**src/rtl/dbus_arbiter.sv**
```systemverilog
// Two-master data-bus arbiter: M0 has fixed priority, M1 is forced through after STARVE_MAX losses.
// Optional access timeout is enabled by defining DBUS_TIMEOUT_EN.
module dbus_arbiter #(
  parameter int STARVE_MAX = 4,
  parameter int TIMEOUT    = 16
) (
  input  logic        CLK,
  input  logic        RES,
  input  logic        M0_REQ,
  input  logic        M0_WE,
  input  logic [31:0] M0_ADDR,
  input  logic [31:0] M0_WDATA,
  input  logic [2:0]  M0_LEN,
  output logic        M0_ACK,
  output logic [31:0] M0_RDATA,
  output logic        M0_ERR,
  output logic        M0_STALL,
  input  logic        M1_REQ,
  input  logic        M1_WE,
  input  logic [31:0] M1_ADDR,
  input  logic [31:0] M1_WDATA,
  input  logic [2:0]  M1_LEN,
  output logic        M1_ACK,
  output logic [31:0] M1_RDATA,
  output logic        M1_ERR,
  output logic [31:0] DADDR,
  output logic [31:0] DATAO,
  output logic [2:0]  DLEN,
  output logic        DRD,
  output logic        DWR,
  input  logic [31:0] DATAI,
  input  logic        DRDY,
  output logic        BUSY
);

  typedef enum logic [1:0] {IDLE, ACCESS, RESP} state_t;

  localparam logic [3:0] STARVE_LIM = 4'(STARVE_MAX);

  state_t      state, state_nxt;
  logic        owner;        // 0 = M0, 1 = M1
  logic        we_q;
  logic [31:0] addr_q;
  logic [31:0] wdata_q;
  logic [2:0]  len_q;
  logic [3:0]  starve_cnt;
  logic [31:0] rdata0_q;
  logic [31:0] rdata1_q;
  logic        err_q;
  logic        start;
  logic        pick_m1;
  logic        abort;

  assign start   = (state == IDLE) && (M0_REQ || M1_REQ);
  assign pick_m1 = M1_REQ && (!M0_REQ || (starve_cnt == STARVE_LIM));

`ifdef DBUS_TIMEOUT_EN
  localparam logic [7:0] TMO_LAST = 8'(TIMEOUT - 1);
  logic [7:0] tmo_cnt;

  always_ff @(posedge CLK or posedge RES) begin
    if (RES)                  tmo_cnt <= 8'd0;
    else if (state != ACCESS) tmo_cnt <= 8'd0;
    else                      tmo_cnt <= tmo_cnt + 8'd1;
  end

  assign abort = (state == ACCESS) && !DRDY && (tmo_cnt == TMO_LAST);
`else
  // TIMEOUT is never 0, so this stays constant 0 while keeping the parameter referenced.
  assign abort = (TIMEOUT == 0);
`endif

  always_ff @(posedge CLK or posedge RES) begin
    if (RES) state <= IDLE;
    else     state <= state_nxt;
  end

  always_comb begin
    state_nxt = state;
    DRD       = 1'b0;
    DWR       = 1'b0;
    M0_ACK    = 1'b0;
    M1_ACK    = 1'b0;
    BUSY      = (state != IDLE);
    case (state)
      IDLE:    if (M0_REQ || M1_REQ) state_nxt = ACCESS;
      ACCESS: begin
        DRD = !we_q;
        DWR = we_q;
        if (DRDY || abort) state_nxt = RESP;
      end
      RESP: begin
        M0_ACK    = !owner;
        M1_ACK    = owner;
        state_nxt = IDLE;
      end
      default: state_nxt = IDLE;
    endcase
  end

  assign M0_ERR   = M0_ACK && err_q;
  assign M1_ERR   = M1_ACK && err_q;
  assign M0_STALL = M0_REQ && !M0_ACK;
  assign M0_RDATA = rdata0_q;
  assign M1_RDATA = rdata1_q;
  assign DADDR    = addr_q;
  assign DATAO    = wdata_q;
  assign DLEN     = len_q;

  always_ff @(posedge CLK or posedge RES) begin
    if (RES) begin
      owner    <= 1'b0;
      we_q     <= 1'b0;
      addr_q   <= 32'h0;
      wdata_q  <= 32'h0;
      len_q    <= 3'b000;
      err_q    <= 1'b0;
      rdata0_q <= 32'h0;
      rdata1_q <= 32'h0;
    end else begin
      if (start) begin
        owner   <= pick_m1;
        we_q    <= pick_m1 ? M1_WE    : M0_WE;
        addr_q  <= pick_m1 ? M1_ADDR  : M0_ADDR;
        wdata_q <= pick_m1 ? M1_WDATA : M0_WDATA;
        len_q   <= pick_m1 ? M1_LEN   : M0_LEN;
        err_q   <= 1'b0;
      end
      if (state == ACCESS) begin
        if (DRDY) begin
          if (!we_q) begin
            if (owner) rdata1_q <= DATAI;
            else       rdata0_q <= DATAI;
          end
        end else if (abort) begin
          err_q <= 1'b1;
          if (owner) rdata1_q <= 32'h0;
          else       rdata0_q <= 32'h0;
        end
      end
    end
  end

  // Counts M0 wins while M1 is waiting; any M1 win or M1 withdrawing its request resets it.
  always_ff @(posedge CLK or posedge RES) begin
    if (RES) begin
      starve_cnt <= 4'd0;
    end else if (start && pick_m1) begin
      starve_cnt <= 4'd0;
    end else if (start && M1_REQ) begin
      if (starve_cnt != 4'hF) starve_cnt <= starve_cnt + 4'd1;
    end else if (!M1_REQ) begin
      starve_cnt <= 4'd0;
    end
  end

endmodule

```
**config.mk**
```make
export PLATFORM = sky130hd
export DESIGN_NAME = dbus_arbiter
export DESIGN_NICKNAME = d
export VERILOG_FILES = /design/src/rtl/dbus_arbiter.sv
export SDC_FILE = /design/constraint.sdc
export NUM_CORES = 1
export LEC_CHECK = 0
export ABC_AREA = 1
export CAP_MARGIN = 20
export CORE_UTILIZATION = 43
export DETAILED_ROUTE_END_ITERATION = 10
export PLACE_DENSITY_LB_ADDON = 0.25
export SETUP_SLACK_MARGIN = 0.5
export SYNTH_ARGS = -nofsm -noshare
export SYNTH_HDL_FRONTEND = slang
export SYNTH_SLANG_ARGS = --single-unit
```
**constraint.sdc**
```tcl
create_clock -name CLK -period 14.47 [get_ports CLK]
set_input_delay 2.894 -clock CLK [delete_from_list [all_inputs] [get_ports CLK]]
set_output_delay 2.894 -clock CLK [all_outputs]
set_load 0.01 [all_outputs]
```
=== After elaboration in Yosys (flattened, before gate mapping) ===
Index checks and enable logic that the tools add are counted.

* Flip-flop bits (word level): 139
* Bits in latches: 0
* Bits in writable memories: 0
* ROM bits: 0
* Input port bits: 173
* Output and inout bits: 139
* Word-level logic and storage cells: 52
* Memories kept: 0

* Add/sub/neg operators: 1
* Multipliers: 0
* Divide/modulo/power cells: 0
* Order comparisons: 0
* Eq/ne operators: 8
* Shift operators: 0
* Multiplexer cells: 15
* Bitwise logic cells: 2
* Reductions and logical operators: 17

{| class="wikitable"
|+ Operators with widths
! operator !! count
|-
| two-way mux 32 bit || 2
|-
| two-way mux 4 bit || 4
|-
| AND reduction 4 bit || 2
|-
| logical AND 1 bit || 5
|-
| two-way mux 1 bit || 5
|-
| adder 4 x 1 -> 4 bit (second input constant) || 1
|-
| equality test 4 x 3 -> 1 bit (second input constant) || 1
|-
| logical NOT 1 bit || 4
|-
| two-way mux 2 bit || 2
|-
| inequality test 4 bit (second input constant) || 1
|-
| case mux 2 bit (2 select lines) || 1
|-
| AND reduction 2 bit || 2
|-
| two-way mux 3 bit || 1
|-
| inequality test 3 x 1 -> 1 bit (second input constant) || 1
|-
| inequality test 3 x 2 -> 1 bit (second input constant) || 1
|-
| equality test 2 x 1 -> 1 bit (second input constant) || 1
|-
| equality test 2 bit (second input constant) || 1
|-
| logical NOT 2 bit || 1
|-
| logical OR 1 bit || 2
|-
| inequality test 2 x 1 -> 1 bit (second input constant) || 1
|-
| inequality test 2 bit (second input constant) || 1
|-
| NOT 1 bit || 2
|-
| nonzero test 2 bit || 1
|}

=== Longest topological paths before layout ===
* Word-level depth: 6
* Depth in mapped cells: 10
* Mapped depth without buffers: 8

=== Least setup slack after synthesis ===
Ideal clock, no wire load.

* Path type: input-to-output
* Start point: in M0_REQ
* End point: out M0_STALL
* Data arrival time: 3.039 ns
* Required time: 11.576 ns
* Path slack: 8.537 ns
* Stages on the path: 2
* Path buffers: 0
* Cells stage by stage: o21ai_0 -> inv_1

* Word-level cells in the longest chain between the ends: 1

{| class="wikitable"
|+ Ends and longest elaborated chain
! what !! line !! source
|-
| start: declaration || 9 || <nowiki>input logic M0_REQ,</nowiki>
|-
| logical AND 1 bit || 103 || <nowiki>assign M0_STALL = M0_REQ && !M0_ACK;</nowiki>
|-
| end: declaration || 17 || <nowiki>output logic M0_STALL,</nowiki>
|}

No other way between the ends.

=== Final worst setup path ===
Ends and elaborated chain as after synthesis.

==> flow_metrics.py <==
metrics = {
    "clock_network": {
        "cts_buffers": 17,
        "clock-sinks": 139,
        "clk_pin_slew_ns": 0.06,
        "cts_setup_buffers": 0,
        "root_buffer": "clkbuf_16",
        "hold_buffers": 0,
        "htree_levels": 4,
        "cts-resized-gates": 0,
        "clk_latency_ns": 0.42,
        "cts_tree": "built",
        "cts_buffer_depth": 2,
    },
    "power": {
        "total_power_mw": 1.97,
        "p_per_area_nw_per_um2": 189,
        "ir_worst_vdd_v": 0.000113,
        "p_leak_nw": 5.43,
    },
    "worst_setup_path": {
        "max_stage_delay_ns": 0.56,
        "worst_path_max_delay_cell": "clkdlybuf4s50_1",
        "worstSetupPathType": "in -> out",
        "worstPathCellList": "clkdlybuf4s50_1, o21ai_0, inv_1, clkdlybuf4s50_1",
        "cp.required_ns": 11.58,
        "cp-end-kind": "output pin",
        "cpMostUsedCell": "clkdlybuf4s50_1",
        "cp-start-kind": "input port",
        "crit_fanout": 3,
        "ff2ff_path_depth": 10,
        "arrival_ns": 4.15,
    },
    "drt": {
        "drt_pass1_iterations": 4,
        "drc": 0,
        "drt_iter0_drc": 353,
        "viasPerCell": 4.79,
        "wl_per_cell_um": 15.3,
        "vias": 6561,
        "postRouteAntennaNets": 0,
        "drt-total-wl_um": 20900,
    },
    "placement": {
        "io_buffers": 309,
        "place_worst_setup_slack_ns": 7.45,
        "gp_congestion": 0.827,
        "dpl.hpwl_um": 14100,
    },
    "hold_path": {
        "hold_class": "reg -> reg",
        "hold_depth": 2,
    },
    "synthesis": {
        "synth_area_sq_um": 6670,
        "syn_avg_cell_area_sq_um": 7.55,
        "synth_seq_area_share_pct": 52.2,
        "yosysUniqueCellTypes": 21,
        "postSynthCellCount": 883,
        "synth_seq_cells": 139,
        "ys_warn_count": 0,
    },
    "layout": {
        "antennaDiodeCount": 0,
        "nets": 1345,
        "drive_above_1_share_pct": 4.23,
        "area_growth_pct": 55.9,
    },
    "die": {
        "die_area_sq_um": 16000,
        "core-area_sq_um": 15100,
        "pin_count": 312,
        "rows": 45,
        "die_w_um": 127,
        "start_util_pct": 44.0,
        "fp.dieH_um": 127,
    },
    "timing": {
        "whs_ns": 0.477,
        "max-slew-margin-rel_pct": 44.0,
        "fmax_mhz": 142,
        "skew_ns": 0.00706,
        "tightest_slew_ns": 0.840,
        "finalCritPeriodShare_pct": 48.7,
        "hold_violations": 0,
        "worst_slack_ns": 7.42,
        "setup_viol": 0,
        "tns_ns": 0,
        "drv_slew": 0,
        "period_minus_slack_ns": 7.05,
        "rsz0062_at_grt": "no",
    },
    "global_route": {
        "antenna_found_initial": 1,
        "grt_use_met3_pct": 9.53,
        "use_met1_pct": 31.7,
        "grt_max_degree": 74,
        "grt_pass1_wl_um": 33300,
        "track_usage_pct": 27.0,
        "use_met2_pct": 44.6,
        "grt_overflow_total": 0,
        "grt_pass1_vias": 6483,
        "top_usage_layer": "met2",
    },
    "outcome": {
        "status": "finished clean",
    },
    "flow_run": {
        "drv_cap": 0,
    },
}
## kinds of logic after synthesis
logic type | synth area share [%]
xor gates and xnor gates | 0.131
AOI/OAI and AO/OA | 5.03
adders and majority gates | 0.375
buffers and inverters | 14.0
DFF | 52.2
and+or+nand+nor | 28.2
other | 0.0562
## cell type report
| cell class | instances | area, sq um |
|---|---|---|
| Inverter | 182 | 688 |
| Timing Repair Buffer | 317 | 3150 |
| Tap cell | 188 | 235 |
| Sequential cell | 139 | 3480 |
| Clock buffer | 18 | 439 |
| Clock inverter | 12 | 150 |
| Multi-Input combinational cell | 513 | 2260 |
| Fill cell | 1276 | 4750 |
## critical path, delay by kind of cell
family,cells,cell delay [ns]
buffers and inverters,3,1.14
AOI/OAI and AO/OA,1,0.11
## placed cells by master, fill, tap and decap left out, drive strengths merged
| master | netlist | final |
|---|---|---|
| xor2 | 1 | 1 |
| clkdlybuf4s50 | 0 | 308 |
| o21ai | 67 | 67 |
| dfrtp | 139 | 139 |
| clkinv | 0 | 6 |
| clkbuf | 21 | 18 |
| nand4 | 5 | 5 |
| buf | 29 | 9 |
| clkinvlp | 0 | 3 |
| conb | 1 | 2 |
| nor2 | 10 | 10 |
| bufinv | 0 | 3 |
| nand3 | 145 | 145 |
| nand2 | 281 | 281 |
| ha | 2 | 2 |
| inv | 182 | 182 |
## power breakdown
group	switching, mW	internal [mW]	leakage (nW)	total, mW
logic	0.413	0.443	3.42	0.856
clock network	0.166	0.272	0.283	0.439
registers	0.102	0.569	1.73	0.671
total	0.681	1.28	5.43	1.97
## metrics by stage
step	cell area (sq um)	utilization [%]	instances
4_1_cts	10400	68.6	1369
5_1_grt	10400	68.6	1369
3_5_place_dp	9810	64.8	1339
2_1_floorplan	6670	-	884
3_3_place_gp	9810	64.8	1339
6_report	10400	68.6	1369
## per-layer routing
layer	wire length, um	part of all wire [%]
met5	13	0.062
met1	8240	39
met2	9870	47
met4	655	3.1
met3	2140	10
## state kept, by name, summed over array words and instances, names as in the netlist
register,cells
DLEN,3
M1_RDATA,32
M0_RDATA,32
we_q,1
DADDR,32
owner,1
DATAO,32
state,2
starve_cnt,4
## worst paths after layout
| kind | start | slack, ns | end |
|---|---|---|---|
| max in group asynchronous | RES | 10.15 | M1_RDATA[28] |
| min in group asynchronous | RES | 2.97 | M0_RDATA[20] |
| worst min-delay path | DATAO[0] | 0.48 | DATAO[0] |
| worst min register to register | DATAO[0] | 0.48 | DATAO[0] |
| worst max-delay path | M0_REQ | 7.42 | M0_STALL |
| worst max register to register | starve_cnt[0] | 11.46 | DATAO[4] |
## Yosys cell counts
library cell,n,area [sq um]
nand4_1,3,18.8
ha_1,2,25.0
xor2_1,1,8.76
clkbuf_1,21,78.8
nor2_2,3,18.8
nor2_1,6,22.5
buf_2,16,80.1
o21ai_0,63,315
o21ai_1,4,20.0
inv_2,2,7.51
nand2_2,2,12.5
nand3_1,145,726
nand4_2,2,25.0
buf_4,6,45.0
nor2_4,1,11.3
dfrtp_1,139,3480
buf_6,3,33.8
buf_1,4,15.0
conb_1,1,3.75
nand2_1,279,1050
inv_1,180,676
Note: power is estimated with default switching activity, not from simulation.
